## src/rtl/pacman_pkg.sv

```systemverilog
// Shared types for the pacman game sequencer: direction and game-state encodings,
// BCD limits, and the button-to-direction priority resolver.
package pacman_pkg;

  typedef enum logic [1:0] {
    DIR_UP    = 2'b00,
    DIR_DOWN  = 2'b01,
    DIR_LEFT  = 2'b10,
    DIR_RIGHT = 2'b11
  } dir_t;

  typedef enum logic [1:0] {
    ST_IDLE = 2'b00,
    ST_PLAY = 2'b01,
    ST_WIN  = 2'b10,
    ST_LOSE = 2'b11
  } game_state_t;

  localparam logic [3:0]  BCD_MAX_DIGIT = 4'd9;
  localparam logic [15:0] BCD_SAT       = {4{BCD_MAX_DIGIT}};

  // Simultaneous requests resolve UP > DOWN > LEFT > RIGHT.
  function automatic dir_t btn_to_dir(input logic up, input logic down, input logic left);
    dir_t d;
    d = DIR_RIGHT;
    if (left) d = DIR_LEFT;
    if (down) d = DIR_DOWN;
    if (up)   d = DIR_UP;
    return d;
  endfunction

endpackage

```

## src/rtl/pacman_game_ctrl_if.sv

```systemverilog
// Signal bundle between the game sequencer and its surroundings (debouncers,
// movement datapath, collision logic, score display).
interface pacman_game_ctrl_if;

  logic        start;
  logic        ack;
  logic        btn_up;
  logic        btn_down;
  logic        btn_left;
  logic        btn_right;
  logic        tile_aligned;
  logic [3:0]  wall_block;
  logic        dot_eaten;
  logic        ghost_hit;
  logic        move_en;
  logic [1:0]  move_dir;
  logic [1:0]  game_state;
  logic [15:0] score;
  logic        win;
  logic        lose;

  modport master (
    output start, ack, btn_up, btn_down, btn_left, btn_right,
    output tile_aligned, wall_block, dot_eaten, ghost_hit,
    input  move_en, move_dir, game_state, score, win, lose
  );

  modport slave (
    input  start, ack, btn_up, btn_down, btn_left, btn_right,
    input  tile_aligned, wall_block, dot_eaten, ghost_hit,
    output move_en, move_dir, game_state, score, win, lose
  );

endinterface

```

## src/rtl/bcd_counter4.sv

```systemverilog
// Four-digit BCD up-counter with synchronous clear, saturating at 9999.
module bcd_counter4
  import pacman_pkg::*;
(
  input  logic        i_clk,
  input  logic        i_rst_n,
  input  logic        i_clr,
  input  logic        i_inc,
  output logic [15:0] o_bcd
);

  logic [15:0] r_bcd;
  logic [15:0] w_inc_val;
  logic        w_carry;
  logic        w_sat;

  // Ripple the +1 through the digits; a digit at 9 wraps to 0 and passes the carry on.
  always_comb begin
    w_inc_val = r_bcd;
    w_carry   = 1'b1;
    for (int unsigned i = 0; i < 4; i++) begin
      if (w_carry) begin
        if (r_bcd[4*i +: 4] == BCD_MAX_DIGIT) begin
          w_inc_val[4*i +: 4] = 4'd0;
        end else begin
          w_inc_val[4*i +: 4] = r_bcd[4*i +: 4] + 4'd1;
          w_carry             = 1'b0;
        end
      end
    end
  end

  always_comb begin
    w_sat = (r_bcd == BCD_SAT);
  end

  always_ff @(posedge i_clk or negedge i_rst_n) begin
    if (!i_rst_n) begin
      r_bcd <= '0;
    end else if (i_clr) begin
      r_bcd <= '0;
    end else if (i_inc && !w_sat) begin
      r_bcd <= w_inc_val;
    end
  end

  assign o_bcd = r_bcd;

endmodule

```

## src/rtl/pacman_game_ctrl.sv

```systemverilog
// Pacman game sequencer: IDLE/PLAY/WIN/LOSE flow, move-rate strobe, tile-boundary
// direction changes, BCD score and dot count.
module pacman_game_ctrl
  import pacman_pkg::*;
#(
  parameter int unsigned MOVE_DIV  = 524288,
  parameter int unsigned DOT_TOTAL = 244
)(
  input  logic               clk,
  input  logic               reset_n,
  pacman_game_ctrl_if.slave  bus
);

  localparam int unsigned     TW        = $clog2(MOVE_DIV);
  localparam logic [TW-1:0]   TICK_LAST = TW'(MOVE_DIV - 1);
  localparam logic [13:0]     DOT_LAST  = 14'(DOT_TOTAL - 1);

  game_state_t   r_state;
  game_state_t   w_next_state;
  logic [TW-1:0] r_tick_cnt;
  logic [13:0]   r_dot_cnt;
  dir_t          r_move_dir;
  dir_t          r_pend_dir;
  logic          r_pend_v;
  logic          r_move_en;

  logic          w_play;
  logic          w_start_game;
  logic          w_tick;
  logic          w_btn_any;
  dir_t          w_btn_dir;
  logic          w_apply;
  dir_t          w_new_dir;
  logic          w_dot;
  logic          w_final_dot;
  logic [15:0]   w_score;

  always_comb begin
    w_play       = (r_state == ST_PLAY);
    w_start_game = (r_state == ST_IDLE) && bus.start;
    w_tick       = w_play && (r_tick_cnt == TICK_LAST);
    w_btn_any    = w_play && (bus.btn_up || bus.btn_down || bus.btn_left || bus.btn_right);
    w_btn_dir    = btn_to_dir(bus.btn_up, bus.btn_down, bus.btn_left);
    w_apply      = w_tick && bus.tile_aligned && r_pend_v && !bus.wall_block[r_pend_dir];
    w_new_dir    = w_apply ? r_pend_dir : r_move_dir;
    w_dot        = w_play && bus.dot_eaten;
    w_final_dot  = w_dot && (r_dot_cnt == DOT_LAST);
  end

  always_ff @(posedge clk or negedge reset_n) begin
    if (!reset_n) begin
      r_state <= ST_IDLE;
    end else begin
      r_state <= w_next_state;
    end
  end

  // A ghost on the same cycle as the final dot takes priority over the win.
  always_comb begin
    w_next_state = r_state;
    unique case (r_state)
      ST_IDLE: if (bus.start) w_next_state = ST_PLAY;
      ST_PLAY: begin
        if (bus.ghost_hit)    w_next_state = ST_LOSE;
        else if (w_final_dot) w_next_state = ST_WIN;
      end
      ST_WIN:  if (bus.ack)   w_next_state = ST_IDLE;
      ST_LOSE: if (bus.ack)   w_next_state = ST_IDLE;
      default: w_next_state = ST_IDLE;
    endcase
  end

  // The strobe is suppressed when the same edge leaves PLAY, so non-PLAY states never see it.
  always_ff @(posedge clk or negedge reset_n) begin
    if (!reset_n) begin
      r_move_en <= 1'b0;
    end else begin
      r_move_en <= w_tick && (w_next_state == ST_PLAY)
                   && (!bus.tile_aligned || !bus.wall_block[w_new_dir]);
    end
  end

  always_ff @(posedge clk or negedge reset_n) begin
    if (!reset_n) begin
      r_tick_cnt <= '0;
      r_dot_cnt  <= '0;
      r_move_dir <= DIR_LEFT;
      r_pend_dir <= DIR_LEFT;
      r_pend_v   <= 1'b0;
    end else if (w_start_game) begin
      r_tick_cnt <= '0;
      r_dot_cnt  <= '0;
      r_move_dir <= DIR_LEFT;
      r_pend_v   <= 1'b0;
    end else if (w_play) begin
      r_tick_cnt <= w_tick ? '0 : r_tick_cnt + TW'(1);
      if (w_apply) r_move_dir <= r_pend_dir;
      // A fresh request outranks consuming the old one, so a press during the tick cycle survives.
      if (w_btn_any) begin
        r_pend_dir <= w_btn_dir;
        r_pend_v   <= 1'b1;
      end else if (w_apply) begin
        r_pend_v   <= 1'b0;
      end
      if (w_dot) r_dot_cnt <= r_dot_cnt + 14'd1;
    end
  end

  bcd_counter4 u_score (
    .i_clk   (clk),
    .i_rst_n (reset_n),
    .i_clr   (w_start_game),
    .i_inc   (w_dot),
    .o_bcd   (w_score)
  );

  assign bus.move_en    = r_move_en;
  assign bus.move_dir   = r_move_dir;
  assign bus.game_state = r_state;
  assign bus.score      = w_score;
  assign bus.win        = (r_state == ST_WIN);
  assign bus.lose       = (r_state == ST_LOSE);

endmodule

```

## src/flat_wrapper.sv

```systemverilog
// flat-port wrapper written by rule: the top's interface ports become plain ports
module pacman_game_ctrl_flat import pacman_pkg::*;
#(
  parameter int unsigned MOVE_DIV  = 524288,
  parameter int unsigned DOT_TOTAL = 244
)
  (clk, reset_n, bus_start, bus_ack, bus_btn_up, bus_btn_down, bus_btn_left, bus_btn_right, bus_tile_aligned, bus_wall_block, bus_dot_eaten, bus_ghost_hit, bus_move_en, bus_move_dir, bus_game_state, bus_score, bus_win, bus_lose);
  pacman_game_ctrl_if bus_i ();
  input  logic clk;
  input  logic reset_n;
  input wire logic [$bits(bus_i.start)-1:0] bus_start;
  input wire logic [$bits(bus_i.ack)-1:0] bus_ack;
  input wire logic [$bits(bus_i.btn_up)-1:0] bus_btn_up;
  input wire logic [$bits(bus_i.btn_down)-1:0] bus_btn_down;
  input wire logic [$bits(bus_i.btn_left)-1:0] bus_btn_left;
  input wire logic [$bits(bus_i.btn_right)-1:0] bus_btn_right;
  input wire logic [$bits(bus_i.tile_aligned)-1:0] bus_tile_aligned;
  input wire logic [$bits(bus_i.wall_block)-1:0] bus_wall_block;
  input wire logic [$bits(bus_i.dot_eaten)-1:0] bus_dot_eaten;
  input wire logic [$bits(bus_i.ghost_hit)-1:0] bus_ghost_hit;
  output wire logic [$bits(bus_i.move_en)-1:0] bus_move_en;
  output wire logic [$bits(bus_i.move_dir)-1:0] bus_move_dir;
  output wire logic [$bits(bus_i.game_state)-1:0] bus_game_state;
  output wire logic [$bits(bus_i.score)-1:0] bus_score;
  output wire logic [$bits(bus_i.win)-1:0] bus_win;
  output wire logic [$bits(bus_i.lose)-1:0] bus_lose;
  assign bus_i.start = bus_start;
  assign bus_i.ack = bus_ack;
  assign bus_i.btn_up = bus_btn_up;
  assign bus_i.btn_down = bus_btn_down;
  assign bus_i.btn_left = bus_btn_left;
  assign bus_i.btn_right = bus_btn_right;
  assign bus_i.tile_aligned = bus_tile_aligned;
  assign bus_i.wall_block = bus_wall_block;
  assign bus_i.dot_eaten = bus_dot_eaten;
  assign bus_i.ghost_hit = bus_ghost_hit;
  assign bus_move_en = bus_i.move_en;
  assign bus_move_dir = bus_i.move_dir;
  assign bus_game_state = bus_i.game_state;
  assign bus_score = bus_i.score;
  assign bus_win = bus_i.win;
  assign bus_lose = bus_i.lose;
  pacman_game_ctrl #(.MOVE_DIV(MOVE_DIV), .DOT_TOTAL(DOT_TOTAL)) u_core (.clk(clk), .reset_n(reset_n), .bus(bus_i));
endmodule
```

## config.mk

```make
export PLATFORM = sky130hd
export DESIGN_NAME = pacman_game_ctrl_flat
export DESIGN_NICKNAME = d
export VERILOG_FILES = /design/src/rtl/pacman_pkg.sv /design/src/rtl/pacman_game_ctrl_if.sv /design/src/rtl/bcd_counter4.sv /design/src/rtl/pacman_game_ctrl.sv /design/src/flat_wrapper.sv
export SDC_FILE = /design/constraint.sdc
export NUM_CORES = 1
export LEC_CHECK = 0
export CAP_MARGIN = 20
export CORE_MARGIN = 8
export CORE_UTILIZATION = 38
export CTS_BUF_LIST = sky130_fd_sc_hd__clkbuf_4
export DETAILED_ROUTE_END_ITERATION = 12
export PLACE_DENSITY = 0.62
export SETUP_SLACK_MARGIN = 0.02
export SYNTH_ARGS = -nofsm -noshare
export SYNTH_HDL_FRONTEND = slang
export SYNTH_HIERARCHICAL = 1
export SYNTH_SLANG_ARGS = --single-unit
```

## constraint.sdc

```tcl
create_clock -name clk -period 2.1 [get_ports clk]
set_input_delay 0.525 -clock clk [delete_from_list [all_inputs] [get_ports clk]]
set_output_delay 0.525 -clock clk [all_outputs]
set_load 0.05 [all_outputs]
```

==> summary by stage, run 1 <==
Timing
The final setup TNS is 0 ps. The share of the clock period used by the worst path after layout is 0.968. The number of hold-slack violations in the final timing report is 0.

Static timing analysis puts the maximum clock frequency at 492 MHz. Setup repair after global routing left no endpoint under its margin. The relative max-transition margin is 0.661. Clock skew on the completed layout was measured at 19.5 ps.

The total setup violations reported at the end of the flow is 0. The tightest hold path in the finished design has a slack of 123 ps. The final-report max-slew violation count came to 0. The post-layout minimum cycle time is 2030 ps.

For the pin with the worst max-slew slack, the measured transition is 508 ps.

Routing
After detailed routing, the average wire length per cell comes to 14.1 um. After detailed routing, the number of remaining DRC violations is 0. The pre-antenna-repair detailed-routing pass consisted of 4 iterations.

The average via count per standard cell is 5.26. After detailed routing, the total wire length is 7450 um. The starting DRC count in detailed routing is 122. In this run the remaining antenna-violating nets after routing total 0. Detailed routing inserted a total of 2779 vias.

Synth
The gate count of the mapped netlist is 349. Yosys printed 6 warnings. Yosys attributes the largest share of cell area to sky130_fd_sc_hd__dfrtp_1, sky130_fd_sc_hd__o21ai_0, sky130_fd_sc_hd__nand2_1. The most used standard cell by instance count after synthesis is sky130_fd_sc_hd__dfrtp_1. The synthesized net count is 370. The prevailing post-synth register cell is sky130_fd_sc_hd__dfrtp_1. The commonest cells after synthesis are sky130_fd_sc_hd__dfrtp_1, sky130_fd_sc_hd__nand2_1, sky130_fd_sc_hd__nor2_1.

The flop and latch count out of synthesis is 57. The top cell type by total area after synthesis is sky130_fd_sc_hd__dfrtp_1. Yosys mapped the design onto 61 distinct sky130hd cell types. The share of synthesized flip-flops with an asynchronous set or reset is 1.00. The count of flip-flops with a built-in enable after synthesis is 0. The proportion of synthesized chip area in sequential cells is 0.436. Dividing the synthesized area by the synthesized cell count gives 9.38 um2.

The share of Yosys cell area claimed by the top area cell type is 0.420. The summed instance area of the synthesized netlist is 3270 um2.

Flow run
Max-cap violations in this run came to 0.

Floorplan
The number of top-level pins is 38. The number of placement rows is 34. The width of the die is 109 um.

The area inside the core boundary is 8550 um2. The initial cell density of the core is 0.383. The die boundary height is 109 um. The die footprint is 11800 um2.

CTS
TritonCTS created 9 clock buffers. TritonCTS built the clock tree. Post-CTS timing repair inserted 0 buffers for setup. The clock insertion delay at the later pin of the skew report is 380 ps. The CTS clock-pin slew for the worst setup and hold paths is 100 ps.

The clock drives 57 sinks. The clock passes through at most 2 buffers. The post-cts hold buffer count is 0. CTS placed an instance of sky130_fd_sc_hd__clkbuf_4 at the clock tree root. The clock tree synthesis step divided the H-tree into 3 levels.

Layout
The area growth from synthesis to layout is 23.7%. Once layout is complete, the cells apart from fillers number 528. The number of inserted diodes is 0. The count of nets after finishing is 436.

With fillers left out, the area of the finished cells amounts to 4050 um2. The fraction of layout cells with a size suffix above 1 is 0.205.

Setup path
The worst setup path is launched from a primary input. The category of the worst setup path capture point is a flip-flop. STA puts the critical path data arrival time at 2330 ps. The critical path in this run is classified as primary input to flip-flop. The data required time at the worst endpoint is 2400 ps.

The peak fanout along the critical path is 2.

Place
The placed cell area is 3890 um2. The count of input and output buffers is 37. The final estimated routing congestion in global placement is 0.784. Detailed placement finished with a half-perimeter wire length of 5510 um. Including well taps, the total number of placed cells is 512.

Global routing
Entering global routing, the biggest net connects 58 pins. The aggregate global-route resource usage is 0.135. The number of global-route vias before repair came to 2755.

The first global-routing pass estimated 12900 um of wire. The number of antenna violations at the first check in global routing is 0. For this run the aggregate overflow at the end of global routing stands at 0.

Pwr
The power per standard cell area is 969 nW/um2. The worst-case IR drop observed on VDD is 408 uV. The overall power is 3920 uW. The static leakage is 0.00184 uW.

Outcome
The flow ran to the end, and the final reports show no timing, DRC or antenna violations.

Hold path
In this run the worst hold path is classified as primary input to asynchronous set/reset pin.
[metal layers]
metal,GRT usage,up-vias,share of wire
met3,0.0290,8,0.043
met5,0,-,0
met1,0.172,1337,0.46
met2,0.218,37,0.48
li1,-,1397,-
met4,0.0587,0,0.012
[stage by stage]
stage | setup WS [ps] | util
2_1_floorplan | 87.7 | -
3_3_place_gp | -301 | 0.456
3_5_place_dp | -339 | 0.456
4_1_cts | 27.0 | 0.473
5_1_grt | 25.3 | 0.474
6_report | 67.5 | 0.474
[layout make-up]
type	count	area (um2)
Multi-Input combinational cell	265	1710
Sequential cell	57	1430
Tap cell	108	135
Inverter	13	48.8
Timing Repair Buffer	69	568
Clock inverter	5	71.3
Fill cell	809	4500
Clock buffer	11	82.6
[power breakdown]
part	internal, uW	switching (uW)
clock	500	383
combinational	595	945
sequential	1270	229
[worst paths after layout]
kind,startpoint,end,slack [ps],cells past startpoint
min reg2reg,u_core/r_tick_cnt[17],u_core/r_tick_cnt[17],490,1
min,reset_n,u_core/u_score/o_bcd[5],120,2
max,bus_wall_block[0],u_core/bus.move_en,70,6
min in group clk,u_core/r_tick_cnt[17],u_core/r_tick_cnt[17],490,1
max in group asynchronous,reset_n,u_core/bus.move_dir[1],1670,2
max reg2reg,u_core/r_pend_dir[0],u_core/bus.move_en,160,5
[worst max-delay path, stage by stage]
cell and delay [ps]:
sky130_fd_sc_hd__clkdlybuf4s50_1 420, sky130_fd_sc_hd__mux4_1 600, sky130_fd_sc_hd__nor2_8 120, sky130_fd_sc_hd__mux2_2 330
sky130_fd_sc_hd__a31o_1 180, sky130_fd_sc_hd__a31oi_1 150
[layout by cell type (no fill, tap or decap), types with 3 or more instances in the layout]
cell type / netlist / final
sky130_fd_sc_hd__clkinv_1: 0 / 3
sky130_fd_sc_hd__clkdlybuf4s50_1: 0 / 13
sky130_fd_sc_hd__a21o_1: 5 / 5
sky130_fd_sc_hd__nand2b_1: 4 / 4
sky130_fd_sc_hd__and3b_1: 3 / 3
sky130_fd_sc_hd__buf_4: 0 / 51
sky130_fd_sc_hd__a22o_1: 3 / 3
sky130_fd_sc_hd__nand3_1: 16 / 16
sky130_fd_sc_hd__nand4_1: 7 / 7
sky130_fd_sc_hd__dfrtp_1: 55 / 53
sky130_fd_sc_hd__ha_1: 6 / 6
sky130_fd_sc_hd__clkbuf_4: 1 / 11
sky130_fd_sc_hd__o22ai_1: 3 / 3
sky130_fd_sc_hd__xor2_1: 8 / 8
sky130_fd_sc_hd__a31oi_1: 7 / 7
sky130_fd_sc_hd__xnor2_1: 7 / 7
sky130_fd_sc_hd__nor2_1: 30 / 30
sky130_fd_sc_hd__inv_1: 13 / 13
sky130_fd_sc_hd__nand4_4: 3 / 3
sky130_fd_sc_hd__nor3_1: 13 / 13
sky130_fd_sc_hd__nand2_1: 32 / 32
sky130_fd_sc_hd__nor2b_1: 9 / 9
sky130_fd_sc_hd__mux2i_1: 3 / 3
sky130_fd_sc_hd__or3_1: 8 / 8
sky130_fd_sc_hd__o21ai_1: 4 / 4
sky130_fd_sc_hd__o21a_1: 3 / 3
sky130_fd_sc_hd__and4_1: 4 / 4
sky130_fd_sc_hd__nor4_1: 4 / 4
sky130_fd_sc_hd__and2_1: 3 / 3
sky130_fd_sc_hd__a21oi_1: 20 / 20
sky130_fd_sc_hd__o21ai_0: 25 / 25
[sequential cells by signal, indices dropped and copies added (netlist names)]
name                   count
u_core/bus.move_en         1
u_core/r_pend_dir          2
u_core/r_tick_cnt         19
u_core/u_score/o_bcd      16
u_core/r_dot_cnt          14
u_core/bus.game_state      2
u_core/r_pend_v            1
u_core/bus.move_dir        2
[cell families after synthesis]
group	after synthesis	synth area share
buffers and inverters	27	0.0424
muxes	5	0.0206
adders and majority gates	6	0.0229
xor gates and xnor gates	15	0.0401
AOI/OAI and AO/OA	86	0.166
and+or+nand+nor	153	0.272
DFF	57	0.436
[repair_timing]
item                                    in CTS  in global routing
pin swaps                                    0                  1
endpoints found under the setup margin       2                  8
resized for setup                            2                  1
Power figures use the tool's default switching activity.
==> inputs of run 2 (changes only) <==
--- a/config.mk
+++ b/config.mk
@@ -9,6 +9,7 @@
 export CORE_MARGIN = 8
 export CORE_UTILIZATION = 38
 export CTS_BUF_LIST = sky130_fd_sc_hd__clkbuf_4
+export CTS_CLUSTER_SIZE = 30
 export DETAILED_ROUTE_END_ITERATION = 12
 export PLACE_DENSITY = 0.62
 export SETUP_SLACK_MARGIN = 0.02
==> results of run 2 <==
The final DEF is identical to that of run 1; final timing and power are the same.
